**src/rtl/disp_capture.sv**
```systemverilog
// ---------------------------------------------------------------------------
// disp_capture
//   Capture front end for the display pixel interface. Samples the DSP_*
//   pins once in the DCLK domain, aligns to a VSYNC fall, packs pairs of
//   24-bit pixels into 64-bit frame-buffer words and presents them on a
//   one-deep valid/ready output register. Line/frame geometry is checked
//   against RESOL and reported through sticky error flags.
//
// Ports
//   DCLK, ARESETN             pixel clock, async active-low reset
//   RESOL[1:0]                00 VGA, 01 XGA, 10 SXGA, 11 VGA
//   CAP_ENABLE, ERR_CLR       capture request level, sticky-error clear pulse
//   DSP_R/G/B, DSP_DE         pixel data and active-video qualifier
//   DSP_HSYNC_X, DSP_VSYNC_X  active-low syncs
//   CAP_DATA/VALID/READY      output word stream {0,R1,G1,B1,0,R0,G0,B0}
//   CAP_SOF, CAP_EOL          first word of frame / last word of line
//   CAP_BUSY, FRAME_CNT       capturing, completed-frame count
//   HSIZE_ERR, VSIZE_ERR,
//   OVERFLOW                  sticky geometry and drop errors
// ---------------------------------------------------------------------------
module disp_capture #(
  parameter int C_DATA_WIDTH = 64,
  parameter int C_CNT_WIDTH  = 11
) (
  input  logic                    DCLK,
  input  logic                    ARESETN,
  input  logic [1:0]              RESOL,
  input  logic                    CAP_ENABLE,
  input  logic                    ERR_CLR,
  input  logic [7:0]              DSP_R,
  input  logic [7:0]              DSP_G,
  input  logic [7:0]              DSP_B,
  input  logic                    DSP_DE,
  input  logic                    DSP_HSYNC_X,
  input  logic                    DSP_VSYNC_X,
  output logic [C_DATA_WIDTH-1:0] CAP_DATA,
  output logic                    CAP_VALID,
  input  logic                    CAP_READY,
  output logic                    CAP_SOF,
  output logic                    CAP_EOL,
  output logic                    CAP_BUSY,
  output logic [7:0]              FRAME_CNT,
  output logic                    HSIZE_ERR,
  output logic                    VSIZE_ERR,
  output logic                    OVERFLOW
);

  typedef enum logic [1:0] {
    ST_IDLE    = 2'd0,
    ST_WAIT_VS = 2'd1,
    ST_ACTIVE  = 2'd2
  } state_e;

  localparam logic [C_CNT_WIDTH-1:0] CNT_MAX = '1;

  // Input stage (S1)
  logic [23:0] rgb_s1_q;
  logic        de_s1_q, hs_s1_q, vs_s1_q;
  logic        de_prev_q, vs_prev_q;

  // Control state
  state_e                 state_q, state_d;
  logic [C_CNT_WIDTH-1:0] pix_cnt_q, pix_cnt_d;
  logic [C_CNT_WIDTH-1:0] line_cnt_q, line_cnt_d;
  logic [23:0]            lo_q, lo_d;
  logic                   sof_arm_q, sof_arm_d;
  logic [7:0]             frame_cnt_q, frame_cnt_d;

  // Output register and sticky flags
  logic [C_DATA_WIDTH-1:0] data_q, data_d;
  logic                    valid_q, valid_d;
  logic                    sof_q, sof_d;
  logic                    eol_q, eol_d;
  logic                    hsize_q, hsize_d;
  logic                    vsize_q, vsize_d;
  logic                    ovf_q, ovf_d;

  // Per-cycle events
  logic [C_CNT_WIDTH-1:0]  exp_w, exp_h;
  logic                    vs_fall, de_fall;
  logic                    word_new, word_sof, word_eol;
  logic [C_DATA_WIDTH-1:0] word_data;
  logic                    hsize_ev, vsize_ev, ovf_ev;

  // HSYNC is sampled with the other pins for alignment, but line boundaries
  // are taken from DE, so the sampled value has no consumer.
  logic s1_hs_unused;
  assign s1_hs_unused = hs_s1_q;

  always_comb begin
    case (RESOL)
      2'b01:   begin exp_w = C_CNT_WIDTH'(1024); exp_h = C_CNT_WIDTH'(768);  end
      2'b10:   begin exp_w = C_CNT_WIDTH'(1280); exp_h = C_CNT_WIDTH'(1024); end
      default: begin exp_w = C_CNT_WIDTH'(640);  exp_h = C_CNT_WIDTH'(480);  end
    endcase
  end

  assign vs_fall = vs_prev_q & ~vs_s1_q;
  assign de_fall = de_prev_q & ~de_s1_q;

  // NOTE: sequential state is updated with non-blocking assignments so every
  // flop samples the pre-edge values regardless of process ordering.
  always_ff @(posedge DCLK or negedge ARESETN) begin
    if (!ARESETN) begin
      rgb_s1_q  <= '0;
      de_s1_q   <= 1'b0;
      hs_s1_q   <= 1'b1;
      vs_s1_q   <= 1'b1;
      de_prev_q <= 1'b0;
      vs_prev_q <= 1'b1;
    end else begin
      rgb_s1_q  <= {DSP_R, DSP_G, DSP_B};
      de_s1_q   <= DSP_DE;
      hs_s1_q   <= DSP_HSYNC_X;
      vs_s1_q   <= DSP_VSYNC_X;
      de_prev_q <= de_s1_q;
      vs_prev_q <= vs_s1_q;
    end
  end

  // Capture FSM, pixel packing and geometry counters
  always_comb begin
    // NOTE: every signal written here gets its default first, so no branch
    // leaves one unassigned and no latch can be inferred.
    state_d     = state_q;
    pix_cnt_d   = pix_cnt_q;
    line_cnt_d  = line_cnt_q;
    lo_d        = lo_q;
    sof_arm_d   = sof_arm_q;
    frame_cnt_d = frame_cnt_q;
    word_new    = 1'b0;
    word_data   = '0;
    word_sof    = 1'b0;
    word_eol    = 1'b0;
    hsize_ev    = 1'b0;
    vsize_ev    = 1'b0;

    case (state_q)
      ST_IDLE: begin
        if (CAP_ENABLE) state_d = ST_WAIT_VS;
      end

      ST_WAIT_VS: begin
        if (!CAP_ENABLE) begin
          state_d = ST_IDLE;
        end else if (vs_fall) begin
          state_d    = ST_ACTIVE;
          pix_cnt_d  = '0;
          line_cnt_d = '0;
          sof_arm_d  = 1'b1;
        end
      end

      ST_ACTIVE: begin
        if (de_s1_q) begin
          if (!pix_cnt_q[0]) begin
            lo_d = rgb_s1_q;
          end else begin
            word_new  = 1'b1;
            word_data = {8'h00, rgb_s1_q, 8'h00, lo_q};
            word_eol  = (pix_cnt_q == exp_w - 1'b1);
          end
          pix_cnt_d = (pix_cnt_q == CNT_MAX) ? pix_cnt_q : pix_cnt_q + 1'b1;
        end else if (de_fall) begin
          // An odd-length line leaves a half word; flush it zero-padded.
          if (pix_cnt_q[0]) begin
            word_new  = 1'b1;
            word_data = {32'h0, 8'h00, lo_q};
            word_eol  = 1'b1;
          end
          hsize_ev   = (pix_cnt_q != exp_w);
          line_cnt_d = (line_cnt_q == CNT_MAX) ? line_cnt_q : line_cnt_q + 1'b1;
          pix_cnt_d  = '0;
        end

        // SOF rides on the first word generated after arming, even if that
        // word is then dropped by a full output register.
        if (word_new) begin
          word_sof  = sof_arm_q;
          sof_arm_d = 1'b0;
        end

        // End of frame; CAP_ENABLE is only honoured here.
        if (vs_fall) begin
          vsize_ev    = (line_cnt_q != exp_h);
          frame_cnt_d = frame_cnt_q + 8'd1;
          line_cnt_d  = '0;
          if (!CAP_ENABLE) state_d = ST_IDLE;
          else             sof_arm_d = 1'b1;
        end
      end

      default: state_d = ST_IDLE;
    endcase
  end

  // One-deep output register and sticky error flags
  always_comb begin
    valid_d = valid_q;
    data_d  = data_q;
    sof_d   = sof_q;
    eol_d   = eol_q;
    ovf_ev  = 1'b0;

    if (valid_q && CAP_READY) valid_d = 1'b0;

    if (word_new) begin
      if (!valid_q || CAP_READY) begin
        valid_d = 1'b1;
        data_d  = word_data;
        sof_d   = word_sof;
        eol_d   = word_eol;
      end else begin
        ovf_ev = 1'b1;
      end
    end

    // A new error event wins over a coincident clear.
    hsize_d = (hsize_q && !ERR_CLR) || hsize_ev;
    vsize_d = (vsize_q && !ERR_CLR) || vsize_ev;
    ovf_d   = (ovf_q   && !ERR_CLR) || ovf_ev;
  end

  always_ff @(posedge DCLK or negedge ARESETN) begin
    if (!ARESETN) begin
      state_q     <= ST_IDLE;
      pix_cnt_q   <= '0;
      line_cnt_q  <= '0;
      lo_q        <= '0;
      sof_arm_q   <= 1'b0;
      frame_cnt_q <= '0;
      data_q      <= '0;
      valid_q     <= 1'b0;
      sof_q       <= 1'b0;
      eol_q       <= 1'b0;
      hsize_q     <= 1'b0;
      vsize_q     <= 1'b0;
      ovf_q       <= 1'b0;
    end else begin
      state_q     <= state_d;
      pix_cnt_q   <= pix_cnt_d;
      line_cnt_q  <= line_cnt_d;
      lo_q        <= lo_d;
      sof_arm_q   <= sof_arm_d;
      frame_cnt_q <= frame_cnt_d;
      data_q      <= data_d;
      valid_q     <= valid_d;
      sof_q       <= sof_d;
      eol_q       <= eol_d;
      hsize_q     <= hsize_d;
      vsize_q     <= vsize_d;
      ovf_q       <= ovf_d;
    end
  end

  assign CAP_DATA  = data_q;
  assign CAP_VALID = valid_q;
  assign CAP_SOF   = sof_q;
  assign CAP_EOL   = eol_q;
  assign CAP_BUSY  = (state_q == ST_ACTIVE);
  assign FRAME_CNT = frame_cnt_q;
  assign HSIZE_ERR = hsize_q;
  assign VSIZE_ERR = vsize_q;
  assign OVERFLOW  = ovf_q;

endmodule

```
**config.mk**
```make
export PLATFORM = sky130hd
export DESIGN_NAME = disp_capture
export DESIGN_NICKNAME = d
export VERILOG_FILES = /design/src/rtl/disp_capture.sv
export SDC_FILE = /design/constraint.sdc
export NUM_CORES = 1
export LEC_CHECK = 0
export BUFFER_PORTS_ARGS = -buffer_cell sky130_fd_sc_hd__buf_2
export CAP_MARGIN = 10
export CORE_MARGIN = 2
export CORE_UTILIZATION = 41
export CTS_CLUSTER_SIZE = 8
export DETAILED_ROUTE_END_ITERATION = 12
export PLACE_DENSITY = 0.6
export SLEW_MARGIN = 15
export SYNTH_ARGS = -nofsm -noshare
export SYNTH_HDL_FRONTEND = slang
export SYNTH_SLANG_ARGS = --single-unit
```
**constraint.sdc**
```tcl
create_clock -name DCLK -period 2.1 [get_ports DCLK]
set_clock_uncertainty 0.05 [all_clocks]
set_input_delay 0.42 -clock DCLK [delete_from_list [all_inputs] [get_ports DCLK]]
set_output_delay 0.42 -clock DCLK [all_outputs]
set_load 0.05 [all_outputs]
```
; After elaboration in Yosys (flattened, before gate mapping)
; Index checks and enable logic that the tools add are counted.
[op_classes]
eq_ne = 20
addsub = 4
muxes = 50
n_reduce_logical = 19
n_bitwise = 5
[op_table]
columns = op, n
row1 = 64-bit two-way mux, 2
row2 = 11-bit two-way mux, 9
row3 = 11-bit one-hot mux with 2 select lines, 4
row4 = 56-bit two-way mux, 1
row5 = 24-bit two-way mux, 2
row6 = 1-bit two-way mux, 25
row7 = "11-bit by 1-bit adder with 11-bit output, second input constant", 2
row8 = "11-bit == test, second input constant", 2
row9 = 11-bit != test, 2
row10 = 11-bit == test, 1
row11 = "11-bit by 1-bit subtractor with 11-bit output, second input constant", 1
row12 = 2-bit two-way mux, 5
row13 = "3-bit != test, second input constant", 3
row14 = "8-bit by 1-bit adder with 8-bit output, second input constant", 1
row15 = "2-bit != test, second input constant", 4
row16 = "3-bit by 1-bit != test with 1-bit output, second input constant", 2
row17 = 2-bit one-hot mux with 3 select lines, 1
row18 = 3-bit AND reduction, 2
row19 = 6-bit AND reduction, 1
row20 = 5-bit AND reduction, 1
row21 = "2-bit by 1-bit == test with 1-bit output, second input constant", 2
row22 = "2-bit == test, second input constant", 2
row23 = 1-bit logical AND, 4
row24 = 1-bit logical OR, 4
row25 = 10 further kinds, 15
[word_totals]
output_inout_bits = 79
elab_cells = 116
inputBits = 34
regBits = 155

; Longest topological paths before layout
[logic_depth]
depth_word = 9
ltp_mapped = 8
depth_no_buf = 6

; Worst setup path before layout
; No wires, ideal clock.
[synth_timing]
path_type = reg-to-reg
start = reg state_q[0]
end = reg line_cnt_q[9]
required_ns = 1.963
arrival_ns = 2.223
slack_ns = -0.260
synth_period_minus_slack_ns = 2.360
setup_ns = 0.087
path_buffers = 2
path_stages_with_launch = 9
cell_sequence = dfrtp_1 -> inv_1 -> ha_1 -> buf_2 -> nand2b_1 -> a21bo_2 -> buf_6 -> or4_1 -> o211ai_1
[synth_between]
elab_chain_len = 3
[synth_rtl]
columns = element, line_no
row1 = "start, declared", 62  ; state_e state_q, state_d;
row2 = "start signal, assigned", 240  ; state_q <= state_d;
row3 = 2-bit == test (*), -
row4 = named net CAP_BUSY, 41  ; output logic CAP_BUSY,
row5 = 3-bit != test (no line) (tied with other cells), -
row6 = 6-bit AND reduction (no line), -
row7 = "end signal, assigned", 242  ; line_cnt_q <= line_cnt_d;
row8 = "end, declared", 64  ; logic [C_CNT_WIDTH-1:0] line_cnt_q, line_cnt_d;
; Mark *: on every way through the listed nets, which the timed path passes. The rest lies on a longest branch.
; A chain may end at the register's enable or synchronous reset.

; Final worst setup path
[layout_timing]
start = reg state_q[1]
end = reg line_cnt_q[7]
[layout_between]
elab_chain_len = 3
[layout_rtl]
columns = element, line_no
row1 = 2-bit == test / 2-bit by 1-bit == test with 1-bit output (equally long branches), 138  ; case (state_q)
row2 = 3-bit != test (no line) (tied with other cells), -
row3 = 6-bit AND reduction (no line), -
; Several ways; a longest one is shown, not always the timed one.

==> reports/results.ini <==
[power]
power.total_mw=7.890
leakagePower_nw=3.582
seqPwrFrac_pct=41.2
p_sw_share_pct=29.63
powerDensity_nw_per_um2=1075
pwr-share-comb_pct=19.3
clockPowerShare_pct=39.6
p_int_mw=5.552
ir_drop_mv=0.8338
p_sw_mw=2.338

[finish]
layout_common_cells=dfrtp_1, buf_2, nand2_1
layout.cells.non_filler=816
layout_commonest_cell=dfrtp_1
final_layout_size_suffix_gt1_share_pct=32.59
final_nets=664
n_antenna_cell=0
post-route-util_pct=51.09
area_delta_synth_final_pct=23.20

[min_path]
worstHoldStart=DSP_DE
hold_end=de_s1_q
holdPathStages=1
hold_class=in -> reg

[clock_network]
cts-root-buf=clkbuf_16
clkLatencyLatePin_ns=0.42
cts_tree=yes
clockBufferDepth=2
clock-sinks=139
post-cts-setup-buffer-count=0
clock_tree.htree_level_count=4
path_clk_slew_ns=0.06
numCtsBuffers=17

[sta]
slew_headroom_pct=58.40
finalSetupTns_ns=0
clock.fmax_ghz=0.4987
finalMaxSlewViolations=0
period_minus_slack_ns=2.005
grt_setup_unrepaired=false
hold_ws_ns=0.05046
fin_crit_sh_pct=95.49
setup_viol_count_final=0
worst_pin_slew_ns=0.6161
hold_violations=0

[global_routing]
grt_pass1_wl_mm=21.08
antenna_found_initial=1
grt_overflow_total=0
grt_start_max_net_pins=75
grt_usage_pct=16.89
grt_pass1_vias=4266

[detailed_routing]
first_pass_iters=5
wl_per_cell_um=15.04
ant_nets=0
vias=4180
drt_wl_total_mm=12.27
drc=0
drt_iter0_drc=189
vias_per_cell=5.123

[place]
portBuffers=95
place_inst=783
hpwl_mm=8.235
place_congestion=0.8563

[critical_path]
cp-startpoint=state_q[1]
r2r_end=line_cnt_q[7]
regToRegSetupSlack_ns=0.09
startpoint_type=flop
critPathMaxFanout=11
worst-setup-path-type=reg -> reg
worst_setup_path_end_kind=flop
required_ns=2.37
worstRegToRegCells=6
critPathArrivalTime_ns=2.28
rr_startpoint=state_q[1]

[logic_synthesis]
syn_area_um2=5958
async_reset_ff_share_pct=100.0
synth_ff_type=dfrtp_1
synthCells=508
synth_cell_types=54
synth_edf_count=0
ys_ff_latch=139
yosysWarnings=0
yosysSeqAreaShare_pct=58.42
avgSynthCellArea_um2=11.73

[floorplanning]
dieWidth_um=124.6
die-area_um2=15510
start_util_pct=41.47
io_pins=113
coreArea_um2=14370
fp.dieH_um=124.6
std_cell_rows=44

[status]
status=complete, no violations

[flow_run]
timing.max_cap.violations=0

-- kinds of logic (layout without fill, tap and decap cells) --
kind of cell | count (synthesis) | count (layout) | synth area share, %
simple gates | 156 | 156 | 13.21
flops | 139 | 139 | 58.42
compound gates | 71 | 71 | 7.497
mux | 61 | 61 | 11.32
buf+inv | 54 | 163 | 4.977
xor+xnor | 15 | 15 | 2.205
fa+ha+maj | 11 | 11 | 2.310
other cells | 1 | 16 | 0.06294
-- cell usage after synthesis, types with 3 or more instances --
cell | instances | area [um^2]
a21oi_1 | 7 | 35.03
and2_1 | 3 | 18.77
and3_1 | 3 | 18.77
buf_2 | 9 | 45.04
buf_4 | 16 | 120.1
buf_6 | 3 | 33.78
clkbuf_1 | 7 | 26.28
dfrtp_1 | 137 | 3428
ha_1 | 11 | 137.6
inv_1 | 17 | 63.81
mux2_2 | 51 | 574.3
mux2i_1 | 10 | 100.1
nand2_1 | 74 | 277.8
nand2b_1 | 8 | 50.05
nand3_1 | 23 | 115.1
nand4_1 | 9 | 56.30
nor2_1 | 5 | 18.77
nor2b_1 | 4 | 25.02
nor4_1 | 5 | 31.28
o211ai_1 | 4 | 30.03
o21a_1 | 3 | 22.52
o21ai_0 | 32 | 160.2
o311ai_0 | 3 | 26.28
o31ai_1 | 5 | 37.54
or4_1 | 7 | 52.55
xnor2_1 | 8 | 70.07
xor2_1 | 7 | 61.31
-- worst max path at each step --
| stage | endpoint | slack (ns) | depth (start not counted) |
|---|---|---|---|
| after floorplan | line_cnt_q[9] | 0.01 | 8 |
| after global placement | line_cnt_q[5] | 0.16 | 6 |
| after detailed placement | line_cnt_q[7] | 0.06 | 6 |
| after CTS | CAP_BUSY | 0.05 | 4 |
| after global routing | line_cnt_q[5] | 0.003 | 6 |
| final | line_cnt_q[7] | 0.09 | 6 |
-- layout make-up --
cell class	count	area (um^2)
clock buffers	19	442.9
clock inverters	13	180.2
fillers	1282	7028
inverters	17	63.81
multi-input cells	330	2260
flip-flops and latches	139	3481
well taps	184	230.2
repair buffers	114	683.2
-- sequential cells by signal, summed over array words and instances, names as in the netlist, 2 cells and up --
name and flops:
CAP_DATA 48, line_cnt_q 11, rgb_s1_q 24, FRAME_CNT 8, state_q 2, lo_q 24
pix_cnt_q 11
-- stage by stage --
stage	instance area, um^2	setup slack, ns
floorplan	6027	0.01267
global placement	6699	0.1643
detailed placement	6699	0.06383
CTS	7335	0.04629
global route	7341	0.002724
finish	7341	0.09464
-- power groups by stage --
stage / Sequential (mW) / Combinational (mW) / Clock, mW
after global placement: 3.27 / 1.49 / 0
after floorplan: 3.55 / 0.838 / 0
after CTS: 3.25 / 1.54 / 3.21
final: 3.25 / 1.52 / 3.12
after global routing: 3.31 / 1.65 / 3.34
after detailed placement: 3.29 / 1.53 / 0
-- worst max-delay path: stages, from the launching register on --
cell      delay (ns)
dfrtp_1         0.41
inv_1           0.12
ha_2            0.25
nand4b_1        0.14
a21bo_2         0.29
or4_1           0.55
o211ai_1        0.11
-- layer usage --
layer	global-route usage (%)	wire, um	part of all wire [%]	vias to the layer above
met5	0	7	0.057	-
met4	6.345	98	0.80	2
met3	6.229	867	7.1	11
met2	27.13	5982	49	121
met1	20.88	5315	43	2071
li1	-	-	-	1975
-- repair_timing --
action                                 CTS  global route
setup endpoints to repair                1             6
gates cloned                             0             0
endpoints found under the hold margin   33             0
resized for setup                        1             2
pin swaps                                0             0
hold buffers                             1             0
No activity file was read; power rests on OpenSTA's default activity.
